### src/rtl/fmap_addr_gen_l9_if.sv
// fmap_addr_gen_l9_if -- bus between the layer-9 temp counter / memory side
// and the feature-map address generator.
//   master : drives start and the three temp-counter strobes, observes outputs
//   slave  : the address generator (consumes strobes, drives addresses/status)
interface fmap_addr_gen_l9_if #(
    parameter int ADDR_W = 12
);
    logic              start;
    logic              temp_6;
    logic              temp_zero;
    logic              temp_zero_new;
    logic              rd_valid;
    logic [ADDR_W-1:0] rd_addr;
    logic              wr_valid;
    logic [ADDR_W-1:0] wr_addr;
    logic [3:0]        col;
    logic [3:0]        row;
    logic [2:0]        ch;
    logic              busy;
    logic              done;

    modport master (
        output start, temp_6, temp_zero, temp_zero_new,
        input  rd_valid, rd_addr, wr_valid, wr_addr, col, row, ch, busy, done
    );

    modport slave (
        input  start, temp_6, temp_zero, temp_zero_new,
        output rd_valid, rd_addr, wr_valid, wr_addr, col, row, ch, busy, done
    );
endinterface

### src/rtl/fmap_addr_gen_l9.sv
// fmap_addr_gen_l9 -- address generator for one layer-9 feature-map pass.
// Walks col/row/ch over COLS x ROWS x CHS windows, keeping a linear index
// that is incremented rather than computed, and turns the temp-counter
// strobes into one-cycle read/write address pulses.
//   clk, rst : clock (rising edge), synchronous active-high reset
//   bus      : slave side of fmap_addr_gen_l9_if
//              start                     - begin a pass (honoured in IDLE only)
//              temp_6 / temp_zero        - capture read / write address
//              temp_zero_new             - advance to next window
//              rd_valid/rd_addr          - read address pulse
//              wr_valid/wr_addr          - write address pulse
//              col/row/ch, busy, done    - position and status
module fmap_addr_gen_l9 #(
    parameter int COLS     = 14,
    parameter int ROWS     = 14,
    parameter int CHS      = 8,
    parameter int ADDR_W   = 12,
    parameter int IN_BASE  = 0,
    parameter int OUT_BASE = 2048
) (
    input  logic                  clk,
    input  logic                  rst,
    fmap_addr_gen_l9_if.slave     bus
);
    localparam int TOTAL = COLS * ROWS * CHS;
    localparam int IDX_W = (TOTAL > 1) ? $clog2(TOTAL) : 1;

    typedef enum logic [1:0] {IDLE, RUN, DONE} state_t;

    state_t             state_q, state_d;
    logic [3:0]         col_q, row_q;
    logic [2:0]         ch_q;
    logic [IDX_W-1:0]   idx_q;
    logic               rd_valid_q, wr_valid_q;
    logic [ADDR_W-1:0]  rd_addr_q, wr_addr_q;

    logic col_last, row_last, ch_last;
    logic advance, pass_end;

    always_comb begin
        col_last = (col_q == 4'(COLS - 1));
        row_last = (row_q == 4'(ROWS - 1));
        ch_last  = (ch_q  == 3'(CHS - 1));
        advance  = (state_q == RUN) && bus.temp_zero_new;
        pass_end = advance && col_last && row_last && ch_last;
    end

    // Next-state logic
    always_comb begin
        state_d = state_q;
        case (state_q)
            IDLE:    if (bus.start) state_d = RUN;
            RUN:     if (pass_end)  state_d = DONE;
            DONE:    state_d = IDLE;
            default: state_d = IDLE;
        endcase
    end

    always_ff @(posedge clk) begin
        if (rst) state_q <= IDLE;
        else     state_q <= state_d;
    end

    // Captures use idx_q before this edge's advance, so a capture strobe
    // coinciding with temp_zero_new sees the current window's address.
    always_ff @(posedge clk) begin
        if (rst) begin
            col_q      <= '0;
            row_q      <= '0;
            ch_q       <= '0;
            idx_q      <= '0;
            rd_valid_q <= 1'b0;
            wr_valid_q <= 1'b0;
            rd_addr_q  <= '0;
            wr_addr_q  <= '0;
        end else begin
            rd_valid_q <= (state_q == RUN) && bus.temp_6;
            wr_valid_q <= (state_q == RUN) && bus.temp_zero;
            if ((state_q == RUN) && bus.temp_6)
                rd_addr_q <= ADDR_W'(IN_BASE) + ADDR_W'(idx_q);
            if ((state_q == RUN) && bus.temp_zero)
                wr_addr_q <= ADDR_W'(OUT_BASE) + ADDR_W'(idx_q);

            if ((state_q == IDLE) && bus.start) begin
                col_q <= '0;
                row_q <= '0;
                ch_q  <= '0;
                idx_q <= '0;
            end else if (pass_end) begin
                // TOTAL is generally not a power of two, so idx needs an
                // explicit wrap along with the counters.
                col_q <= '0;
                row_q <= '0;
                ch_q  <= '0;
                idx_q <= '0;
            end else if (advance) begin
                idx_q <= idx_q + 1'b1;
                if (col_last) begin
                    col_q <= '0;
                    if (row_last) begin
                        row_q <= '0;
                        ch_q  <= ch_q + 1'b1;
                    end else begin
                        row_q <= row_q + 1'b1;
                    end
                end else begin
                    col_q <= col_q + 1'b1;
                end
            end
        end
    end

    assign bus.rd_valid = rd_valid_q;
    assign bus.rd_addr  = rd_addr_q;
    assign bus.wr_valid = wr_valid_q;
    assign bus.wr_addr  = wr_addr_q;
    assign bus.col      = col_q;
    assign bus.row      = row_q;
    assign bus.ch       = ch_q;
    assign bus.busy     = (state_q == RUN);
    assign bus.done     = (state_q == DONE);
endmodule

### src/flat_wrapper.sv
// flat-port wrapper written by rule: the top's interface ports become plain ports
module fmap_addr_gen_l9_flat 
#(
    parameter int COLS     = 14,
    parameter int ROWS     = 14,
    parameter int CHS      = 8,
    parameter int ADDR_W   = 12,
    parameter int IN_BASE  = 0,
    parameter int OUT_BASE = 2048
)
  (clk, rst, bus_start, bus_temp_6, bus_temp_zero, bus_temp_zero_new, bus_rd_valid, bus_rd_addr, bus_wr_valid, bus_wr_addr, bus_col, bus_row, bus_ch, bus_busy, bus_done);
  fmap_addr_gen_l9_if #(.ADDR_W(ADDR_W)) bus_i ();
  input  logic clk;
  input  logic rst;
  input wire logic [$bits(bus_i.start)-1:0] bus_start;
  input wire logic [$bits(bus_i.temp_6)-1:0] bus_temp_6;
  input wire logic [$bits(bus_i.temp_zero)-1:0] bus_temp_zero;
  input wire logic [$bits(bus_i.temp_zero_new)-1:0] bus_temp_zero_new;
  output wire logic [$bits(bus_i.rd_valid)-1:0] bus_rd_valid;
  output wire logic [$bits(bus_i.rd_addr)-1:0] bus_rd_addr;
  output wire logic [$bits(bus_i.wr_valid)-1:0] bus_wr_valid;
  output wire logic [$bits(bus_i.wr_addr)-1:0] bus_wr_addr;
  output wire logic [$bits(bus_i.col)-1:0] bus_col;
  output wire logic [$bits(bus_i.row)-1:0] bus_row;
  output wire logic [$bits(bus_i.ch)-1:0] bus_ch;
  output wire logic [$bits(bus_i.busy)-1:0] bus_busy;
  output wire logic [$bits(bus_i.done)-1:0] bus_done;
  assign bus_i.start = bus_start;
  assign bus_i.temp_6 = bus_temp_6;
  assign bus_i.temp_zero = bus_temp_zero;
  assign bus_i.temp_zero_new = bus_temp_zero_new;
  assign bus_rd_valid = bus_i.rd_valid;
  assign bus_rd_addr = bus_i.rd_addr;
  assign bus_wr_valid = bus_i.wr_valid;
  assign bus_wr_addr = bus_i.wr_addr;
  assign bus_col = bus_i.col;
  assign bus_row = bus_i.row;
  assign bus_ch = bus_i.ch;
  assign bus_busy = bus_i.busy;
  assign bus_done = bus_i.done;
  fmap_addr_gen_l9 #(.COLS(COLS), .ROWS(ROWS), .CHS(CHS), .ADDR_W(ADDR_W), .IN_BASE(IN_BASE), .OUT_BASE(OUT_BASE)) u_core (.clk(clk), .rst(rst), .bus(bus_i));
endmodule
### config.mk
export PLATFORM = sky130hd
export DESIGN_NAME = fmap_addr_gen_l9_flat
export DESIGN_NICKNAME = d
export VERILOG_FILES = /design/src/rtl/fmap_addr_gen_l9_if.sv /design/src/rtl/fmap_addr_gen_l9.sv /design/src/flat_wrapper.sv
export SDC_FILE = /design/constraint.sdc
export NUM_CORES = 1
export LEC_CHECK = 0
export BUFFER_PORTS_ARGS = -buffer_cell sky130_fd_sc_hd__buf_2
export CAP_MARGIN = 20
export CORE_ASPECT_RATIO = 1.25
export CORE_MARGIN = 1.5
export CORE_UTILIZATION = 36
export DETAILED_ROUTE_END_ITERATION = 16
export SYNTH_ARGS = -nofsm -noshare
export SYNTH_HDL_FRONTEND = slang
export SYNTH_SLANG_ARGS = --single-unit
### constraint.sdc
create_clock -name clk -period 2.3 [get_ports clk]
set_input_delay 0.23 -clock clk [delete_from_list [all_inputs] [get_ports clk]]
set_output_delay 0.23 -clock clk [all_outputs]
set_load 0.05 [all_outputs]
==> results of run 1 <==
-- final cells by class --
class / instances / area share [%]
Clock inverter: 1 / 0.214
Sequential cell: 49 / 42.0
Multi-Input combinational cell: 167 / 39.4
Tap cell: 64 / 3.43
Inverter: 4 / 0.643
Clock buffer: 7 / 4.13
Timing Repair Buffer: 46 / 10.2
-- cell usage after synthesis (3+ instances only) --
master and count:
a21oi_1 31, nand2_1 49, dfxtp_1 49, nand3_1 16, nor3_1 5, buf_2 3
clkbuf_1 7, xnor2_1 8, nor2_1 20, inv_1 4, xor2_1 4, ha_1 3
-- through the flow --
| stage | power [W] | instance area (µm²) | instances |
|---|---|---|---|
| floorplan | 0.000945 | 1980 | 233 |
| finish | 0.00150 | 2330 | 338 |
| global route | 0.00156 | 2330 | 338 |
| global placement | 0.000966 | 2230 | 330 |
| CTS | 0.00152 | 2330 | 338 |
| detailed placement | 0.000967 | 2230 | 330 |
-- where the power goes --
part	internal [W]	leakage, nW	switching (W)
sequential	0.000854	0.395	0.00000547
clock	0.000272	0.0542	0.000286
combinational	0.0000198	0.521	0.0000674
total	0.00115	0.970	0.000359
-- worst min-delay path, cell delays in order --
cell	delay [ns]
buf_2	0.13
nand3_1	0.08
a21oi_1	0.05
-- sequential cells by signal, summed over array words and instances (netlist names), 2 cells and up --
register / count
u_core.bus.ch: 3
u_core.bus.col: 4
u_core.bus.rd_addr: 11
u_core.bus.row: 4
u_core.bus.wr_addr: 12
u_core.idx_q: 11
u_core.state_q: 2
-- per-layer routing --
metal	global-route usage (%)	wire, µm	vias to the layer above
li1	-	-	868
met1	17.2	1910	758
met2	25.3	1960	35
met3	3.41	241	7
met4	7.49	85	0
met5	0	0	-
-- kinds of logic (layout without fill, tap and decap cells) --
kind of cell    after synthesis  after routing  synth area share, %
simple gates                109            109                 26.6
flops                        49             49                 49.5
compound gates               41             41                 11.9
buf+inv                      17             58                 4.16
xor+xnor                     12             12                 5.30
fa+ha+maj                     3              3                 1.89
other cells                   1              1                0.189
mux                           1              1                0.505
-- final timing paths --
| kind | startpoint | to |
|---|---|---|
| max reg2reg | u_core.state_q[0] | u_core.bus.col[1] |
| min reg2reg | u_core.bus.wr_addr[6] | u_core.bus.wr_addr[6] |
| max | u_core.state_q[0] | u_core.bus.col[1] |
| min | bus_temp_zero_new | u_core.idx_q[1] |
-- placed cells by master, fill, tap and decap left out, drive strengths merged, types with 3 or more instances in the layout --
master  netlist  layout
a21oi        31      31
buf           6      46
clkbuf        7       7
dfxtp        49      49
ha            3       3
inv           4       4
nand2        49      49
nand3        16      16
nor2         20      20
nor3          5       5
o21ai         3       3
xnor2         8       8
xor2          4       4
==> out/metrics.yaml, run 1 <==
fmax_ghz: 0.549
fillerInstances: 561
start_util_pct: 36.9
synth_flop_cell: "dfxtp_1"
totalWireLength_um: 4190
syn_inst: 233
path_cells: "and4b_1 -> nand3_1 -> o21ai_2 -> buf_4 -> nor2_1"
worst-setup-path-type: "register to register"
status: "completed"
htree_levels: 2
track_usage_pct: 14.8
async_reset_ff_share_pct: 0
postCtsSetupBuffers: 0
drive_gt1_share_pct: 21.2
regArea_um2: 981
area.growth.synth_to_final_pct: 17.7
finClkSkew_ns: 0.00456
cts.repair.resized: 0
postRouteAntennaNets: 0
critPathLaunchType: "register"
rows: 30
cts_buffer_depth: 2
holdWs_ns: 0.219
final_util_pct: 43.5
cts_tree: "yes"
crit_required_ns: 2.51
cp.depth: 5
rsz0062_at_grt: "false"
clockRootBuffer: "clkbuf_8"
num_vias: 1668
port_buffers: 43
clk_pin_slew_ns: 0.09
leakagePower_nw: 0.970
yosysUniqueCellTypes: 40
yosys_warnings: 0
max_slew_margin_pct: 66.7
dr.pass1.iters: 4
insertion_delay_ns: 0.31
reg2regPathDepth: 5
fin_ws_ns: 0.479
synth_top_area_share_pct: 49.5
wl_per_cell_um: 12.4
die_w_um: 69.4
crit_fanout: 9
clkSinkCount: 49
num_antenna_cells: 0
path_delay_family: "simple AND/OR/NAND/NOR gates"
syn_nets: 242
synth-edff-count: 0
final.period_utilization_pct: 79.2
r2r_setup_slack_ns: 0.48
grt_overflow: 0
place_hpwl_um: 3040
grt_pass1_vias: 1561
slowest_stage: "and4b_1"
maxSlewViolCount: 0
worstHoldPathType: "input port to register"
cp-end-kind: "register"
grt_max_degree: 30
vias_per_cell: 4.93
power_density_nw_per_um2: 644
finish.net_count: 282
avgSynthCellArea_um2: 8.51
cts_hold_buf: 0
setup_viol: 0
netlist_area_um2: 1980
chipHeight_um: 86.0
dieArea_um2: 5970
dp_slack_ns: 0.489
ys_seq_area_share_pct: 49.5
fin_setup_tns_ns: 0
min_path_cells: 3
multi_input_area_um2: 920
tightest_slew_ns: 0.500
grt_antenna_before_repair: 0
io_pins: 45
max_stage_delay_ns: 0.45
ir_drop_mv: 0.244
synth.area.top_cells: "dfxtp_1 49%, nand2_1 9.3%, a21oi_1 7.8%, nand3_1 4.0%, nor2_1 3.8%"
drt_iter0_drc: 89
drc: 0
grt_pass1_wl_um: 7170
hold_viol_final: 0
path_buf_inv: 1
core-area_um2: 5370
max-cap-violations: 0
synth-seq-cells: 49
critical_path_arrival_ns: 2.03
min_period_ns: 1.82
numCtsBuffers: 5
gp_congestion: 0.713
yosys.area.top_type: "dfxtp_1"
Note: power is estimated with default switching activity, not from simulation.
==> run 2: changes to the inputs <==
==> constraint.sdc (replaced) <==
create_clock -name clk -period 1.65 [get_ports clk]
set_input_delay 0.165 -clock clk [delete_from_list [all_inputs] [get_ports clk]]
set_output_delay 0.165 -clock clk [all_outputs]
set_load 0.05 [all_outputs]
==> run 2 against run 1 <==
  * Non-clock buffer count grew 9
  * Clock skew grew 0.0037 ns
  * Register-to-register slack lost 0.33 ns
  * Power grew 35%
  * Sequential power grew 40%
  * Utilization grew 1.4 points
  * Flip-flop and latch count is the same
  * Wire length shrank 0.33%
==> out/metrics.yaml, run 2 (same netlist as run 1, synthesis figures left out) <==
ir_drop_mv: 0.489
chipHeight_um: 86.0
dieArea_um2: 5970
place_hpwl_um: 3050
cp-end-kind: "register"
maxSlewViolCount: 0
crit_required_ns: 1.85
postRouteAntennaNets: 0
multi_input_area_um2: 927
cts_tree: "yes"
crit_fanout: 6
r2r_setup_slack_ns: 0.15
wl_per_cell_um: 12.0
cts_buffer_depth: 2
largest_reg_flops: 12
gp_congestion: 0.790
fin_ws_ns: 0.147
dp_slack_ns: 0.121
rows: 30
cts_hold_buf: 0
area.growth.synth_to_final_pct: 21.5
dr.pass1.iters: 4
hold_start: "bus_temp_zero_new"
fillerInstances: 564
clkSinkCount: 49
drc: 0
io_pins: 45
path_delay_family: "simple AND/OR/NAND/NOR gates"
core-area_um2: 5370
fmax_ghz: 0.666
status: "completed"
mostFrequentLayoutCells: "49 x nand2_1, 42 x buf_2, 41 x dfxtp_1"
grt_max_degree: 28
htree_levels: 2
final.period_utilization_pct: 91.1
setup_viol: 0
num_antenna_cells: 0
clk_pin_slew_ns: 0.08
drt_iter0_drc: 58
grt_pass1_wl_um: 6870
hold_viol_final: 0
reg2regPathDepth: 4
postCtsSetupBuffers: 0
num_vias: 1689
min_path_cells: 3
regArea_um2: 991
insertion_delay_ns: 0.31
numCtsBuffers: 5
start_util_pct: 36.9
grt_antenna_before_repair: 0
rsz0062_at_grt: "false"
r2r-end: "u_core.bus.row[2]"
grt_overflow: 0
totalWireLength_um: 4180
met2_usage_pct: 25.3
min_period_ns: 1.50
path_cells: "and4b_1 -> and3_1 -> and2_1 -> o221a_2"
use_met3_pct: 4.35
max-cap-violations: 0
total_power_w: 0.00203
track_usage_pct: 14.3
min_to: "u_core.idx_q[1]"
max_stage_delay_ns: 0.44
vias_per_cell: 4.87
clockRootBuffer: "clkbuf_8"
worstHoldPathType: "input port to register"
gr-usage-met1_pct: 16.2
final_common_cell: "nand2_1"
finish.net_count: 291
worst-setup-path-type: "register to register"
worstReg2RegStart: "u_core.state_q[1]"
path_buf_inv: 0
critical_path_arrival_ns: 1.70
leakagePower_nw: 1.01
grt-busiest-layer: "met2"
critPathLaunchType: "register"
port_buffers: 43
holdWs_ns: 0.169
slowest_stage: "dfxtp_1"
power_density_nw_per_um2: 844
fin_setup_tns_ns: 0
drive_gt1_share_pct: 26.5
finClkSkew_ns: 0.00825
grt_pass1_vias: 1517
die_w_um: 69.4
-- run 2: cell count changes in the layout (fill, tap and decap cells not counted) --
| cell | previous run | this run |
|---|---|---|
| buf_2 | 43 | 42 |
| buf_4 | 3 | 13 |
| clkbuf_1 | 0 | 1 |
| clkbuf_8 | 7 | 5 |
| clkinv_2 | 1 | 0 |
| clkinvlp_4 | 0 | 2 |
| dfxtp_1 | 49 | 41 |
| dfxtp_2 | 0 | 8 |
| nor2b_1 | 1 | 0 |
| nor2b_4 | 0 | 1 |
-- run 2: how the worst max path moves through the flow --
stage | startpoint | to | slack, ns | depth (start not counted)
6_report | u_core.state_q[1] | u_core.bus.row[2] | 0.15 | 4
5_1_grt | u_core.state_q[1] | u_core.bus.col[1] | 0.04 | 5
4_1_cts | u_core.state_q[0] | bus_busy | 0.02 | 3
3_5_place_dp | u_core.state_q[0] | u_core.bus.wr_addr[6] | 0.12 | 4
3_3_place_gp | u_core.state_q[0] | u_core.bus.ch[1] | 0.18 | 4
2_1_floorplan | u_core.bus.ch[1] | u_core.idx_q[10] | 0.0002 | 6
-- run 2: through the flow --
| stage | util [%] | instances | cell area [µm²] |
|---|---|---|---|
| floorplan | - | 233 | 1990 |
| global placement | 43.0 | 339 | 2310 |
| detailed placement | 43.0 | 339 | 2310 |
| CTS | 44.8 | 347 | 2400 |
| global route | 44.9 | 347 | 2410 |
| finish | 44.9 | 347 | 2410 |
-- run 2: what timing repair did --
action / 4_1_cts / 5_1_grt
resized for setup: 2 / 2
setup endpoints to repair: 1 / 2
cloned: 0 / 0
pin swaps: 0 / 0
-- run 2: layout make-up --
type	count	share of cell area, %
tap	64	3.32
clock buffer	6	3.01
inverter	4	0.623
clock inverter	2	0.623
timing repair buffer	55	12.8
multi-input combinational	167	38.5
sequential	49	41.1
-- run 2: per-layer routing --
metal  vias to the layer above  part of all wire, %
li1                        880                    -
met1                       766                   45
met2                        36                   49
met3                         7                  4.8
met4                         0                  1.5
met5                         -                    0
-- run 2: report_power, final --
group	internal (W)	switching, W
Combinational	0.0000359	0.0000976
Clock	0.000299	0.000404
Sequential	0.00119	0.00000582
Total	0.00153	0.000507
-- run 2: worst reg2reg max path, delay by kind of cell (launching register included) --
kind / cells / cell delay, ns
flip-flops: 1 / 0.44
AND/OR/NAND/NOR: 3 / 0.70
AO/OA/AOI/OAI: 1 / 0.26
==> run 3: changes to the inputs <==
--- a/config.mk
+++ b/config.mk
@@ -10,7 +10,9 @@
 export CORE_ASPECT_RATIO = 1.25
 export CORE_MARGIN = 1.5
 export CORE_UTILIZATION = 36
+export CTS_CLUSTER_DIAMETER = 200
 export DETAILED_ROUTE_END_ITERATION = 16
+export RECOVER_POWER = 50
 export SYNTH_ARGS = -nofsm -noshare
 export SYNTH_HDL_FRONTEND = slang
 export SYNTH_SLANG_ARGS = --single-unit
==> run 3 against run 2 <==
  * Non-clock buffer count stayed put
  * Sequential power hardly changed
  * Clock power hardly changed
  * Power hardly changed
  * Via count is 0.18% higher
  * First-iteration DRC count is 5.2% higher
  * Die area stayed put
  * Critical path depth stayed put
  * Register-to-register slack hardly changed
  * Utilization is 0.84 points lower
  * Critical path type unchanged
  * Largest power group unchanged
==> out/metrics.yaml, run 3 (same netlist as run 1, synthesis figures left out) <==
max_slew_margin_pct: 59.2
worst-setup-path-type: "register to register"
track_usage_pct: 14.3
setup_viol: 0
power_density_nw_per_um2: 859
die_w_um: 69.4
clk_pin_slew_ns: 0.08
rsz0062_at_grt: "false"
gp_congestion: 0.790
insertion_delay_ns: 0.31
path_cells: "and4b_1 -> and3_1 -> and2_1 -> o221a_2"
startpoint: "u_core.state_q[1]"
wl_per_cell_um: 12.1
finish.net_count: 291
finClkSkew_ns: 0.00815
maxSlewViolCount: 0
mostFrequentLayoutCells: "49 x nand2_1, 41 x dfxtp_1, 37 x clkbuf_1"
chipHeight_um: 86.0
slowest_stage: "dfxtp_1"
finalNonFillerCells: 347
hold_viol_final: 0
numCtsBuffers: 5
cp-end-kind: "register"
power_frac_comb_pct: 6.5
leakagePower_nw: 0.851
max-cap-violations: 0
area.growth.synth_to_final_pct: 19.2
grt_overflow: 0
clkSinkCount: 49
max_stage_delay_ns: 0.44
fin_setup_tns_ns: 0
status: "completed"
fmax_ghz: 0.665
seqPwrFrac_pct: 58.9
grt_pass1_vias: 1517
clkPwrFrac_pct: 34.6
hold_start: "bus_temp_zero_new"
place_hpwl_um: 3050
start_util_pct: 36.9
largest_reg_flops: 12
ir_drop_mv: 0.488
swShare_pct: 25.0
tightest_slew_ns: 0.614
vias_per_cell: 4.88
grt_antenna_before_repair: 0
grt_pass1_wl_um: 6870
clockRootBuffer: "clkbuf_8"
core-area_um2: 5370
postCtsSetupBuffers: 0
cts_buffer_depth: 2
crit_required_ns: 1.85
port_buffers: 43
fillerInstances: 584
min_period_ns: 1.50
drt_iter0_drc: 61
postRouteAntennaNets: 0
final.period_utilization_pct: 91.1
worstReg2RegStart: "u_core.state_q[1]"
drc: 0
rows: 30
drive_gt1_share_pct: 13.8
htree_levels: 2
critical_path_arrival_ns: 1.70
totalWireLength_um: 4190
io_pins: 45
internal_power_w: 0.00152
dieArea_um2: 5970
critPathLaunchType: "register"
dr.pass1.iters: 4
cts_tree: "yes"
crit_fanout: 6
num_antenna_cells: 0
path_buf_inv: 0
grt_max_degree: 28
num_vias: 1692
final_common_cell: "nand2_1"
path_delay_family: "simple AND/OR/NAND/NOR gates"
placedCellCount: 339
worstHoldPathType: "input port to register"
switching_power_w: 0.000507
[run 3: worst paths after layout]
| check | slack (ns) | to | depth (start not counted) |
|---|---|---|---|
| max | 0.15 | u_core.bus.row[2] | 4 |
| max reg2reg | 0.15 | u_core.bus.row[2] | 4 |
| min reg2reg | 0.46 | u_core.bus.wr_addr[5] | 2 |
| min | 0.17 | u_core.idx_q[1] | 3 |
[run 3: layout make-up]
class / count / area, µm² / area share (%)
flip-flops and latches: 49 / 991 / 41.9
repair buffers: 55 / 263 / 11.1
well taps: 64 / 80.1 / 3.39
inverters: 4 / 15.0 / 0.635
clock buffers: 6 / 72.6 / 3.07
multi-input cells: 167 / 927 / 39.2
clock inverters: 2 / 15.0 / 0.635
[run 3: routing by layer]
layer  track usage (%)  vias up  routed length [µm]
met4              5.35        0                  62
met5                 0        -                   0
li1                  -      880                   -
met3              4.35        7                 211
met1              16.2      771                1860
met2              25.3       34                2060
[run 3: worst min-delay path, delay by kind of cell]
| kind | cells | cell delay, ns |
|---|---|---|
| buf+inv | 1 | 0.13 |
| compound gates | 1 | 0.05 |
| simple gates | 1 | 0.08 |
[run 3: repair_timing]
item	in CTS	in global routing
hold buffers	0	0
setup endpoints to repair	1	2
gates resized for setup	2	2
[run 3: per-stage QoR]
step / worst slack, ns / total power [W] / util (%) / area (µm²) / hold WS, ns
floorplan: 0.000241 / 0.00132 / - / 1990 / 0.325
global placement: 0.185 / 0.00136 / 43.0 / 2310 / 0.441
detailed placement: 0.121 / 0.00136 / 43.0 / 2310 / 0.443
CTS: 0.0231 / 0.00205 / 44.8 / 2400 / 0.162
global route: 0.0377 / 0.00212 / 44.0 / 2360 / 0.169
finish: 0.147 / 0.00203 / 44.0 / 2360 / 0.167
[run 3: power groups by stage]
stage,clock [W],combinational [W],sequential (W)
floorplan,0,0.0000743,0.00124
global placement,0,0.000132,0.00122
detailed placement,0,0.000132,0.00122
CTS,0.000723,0.000133,0.00120
global route,0.000773,0.000144,0.00120
finish,0.000703,0.000132,0.00120
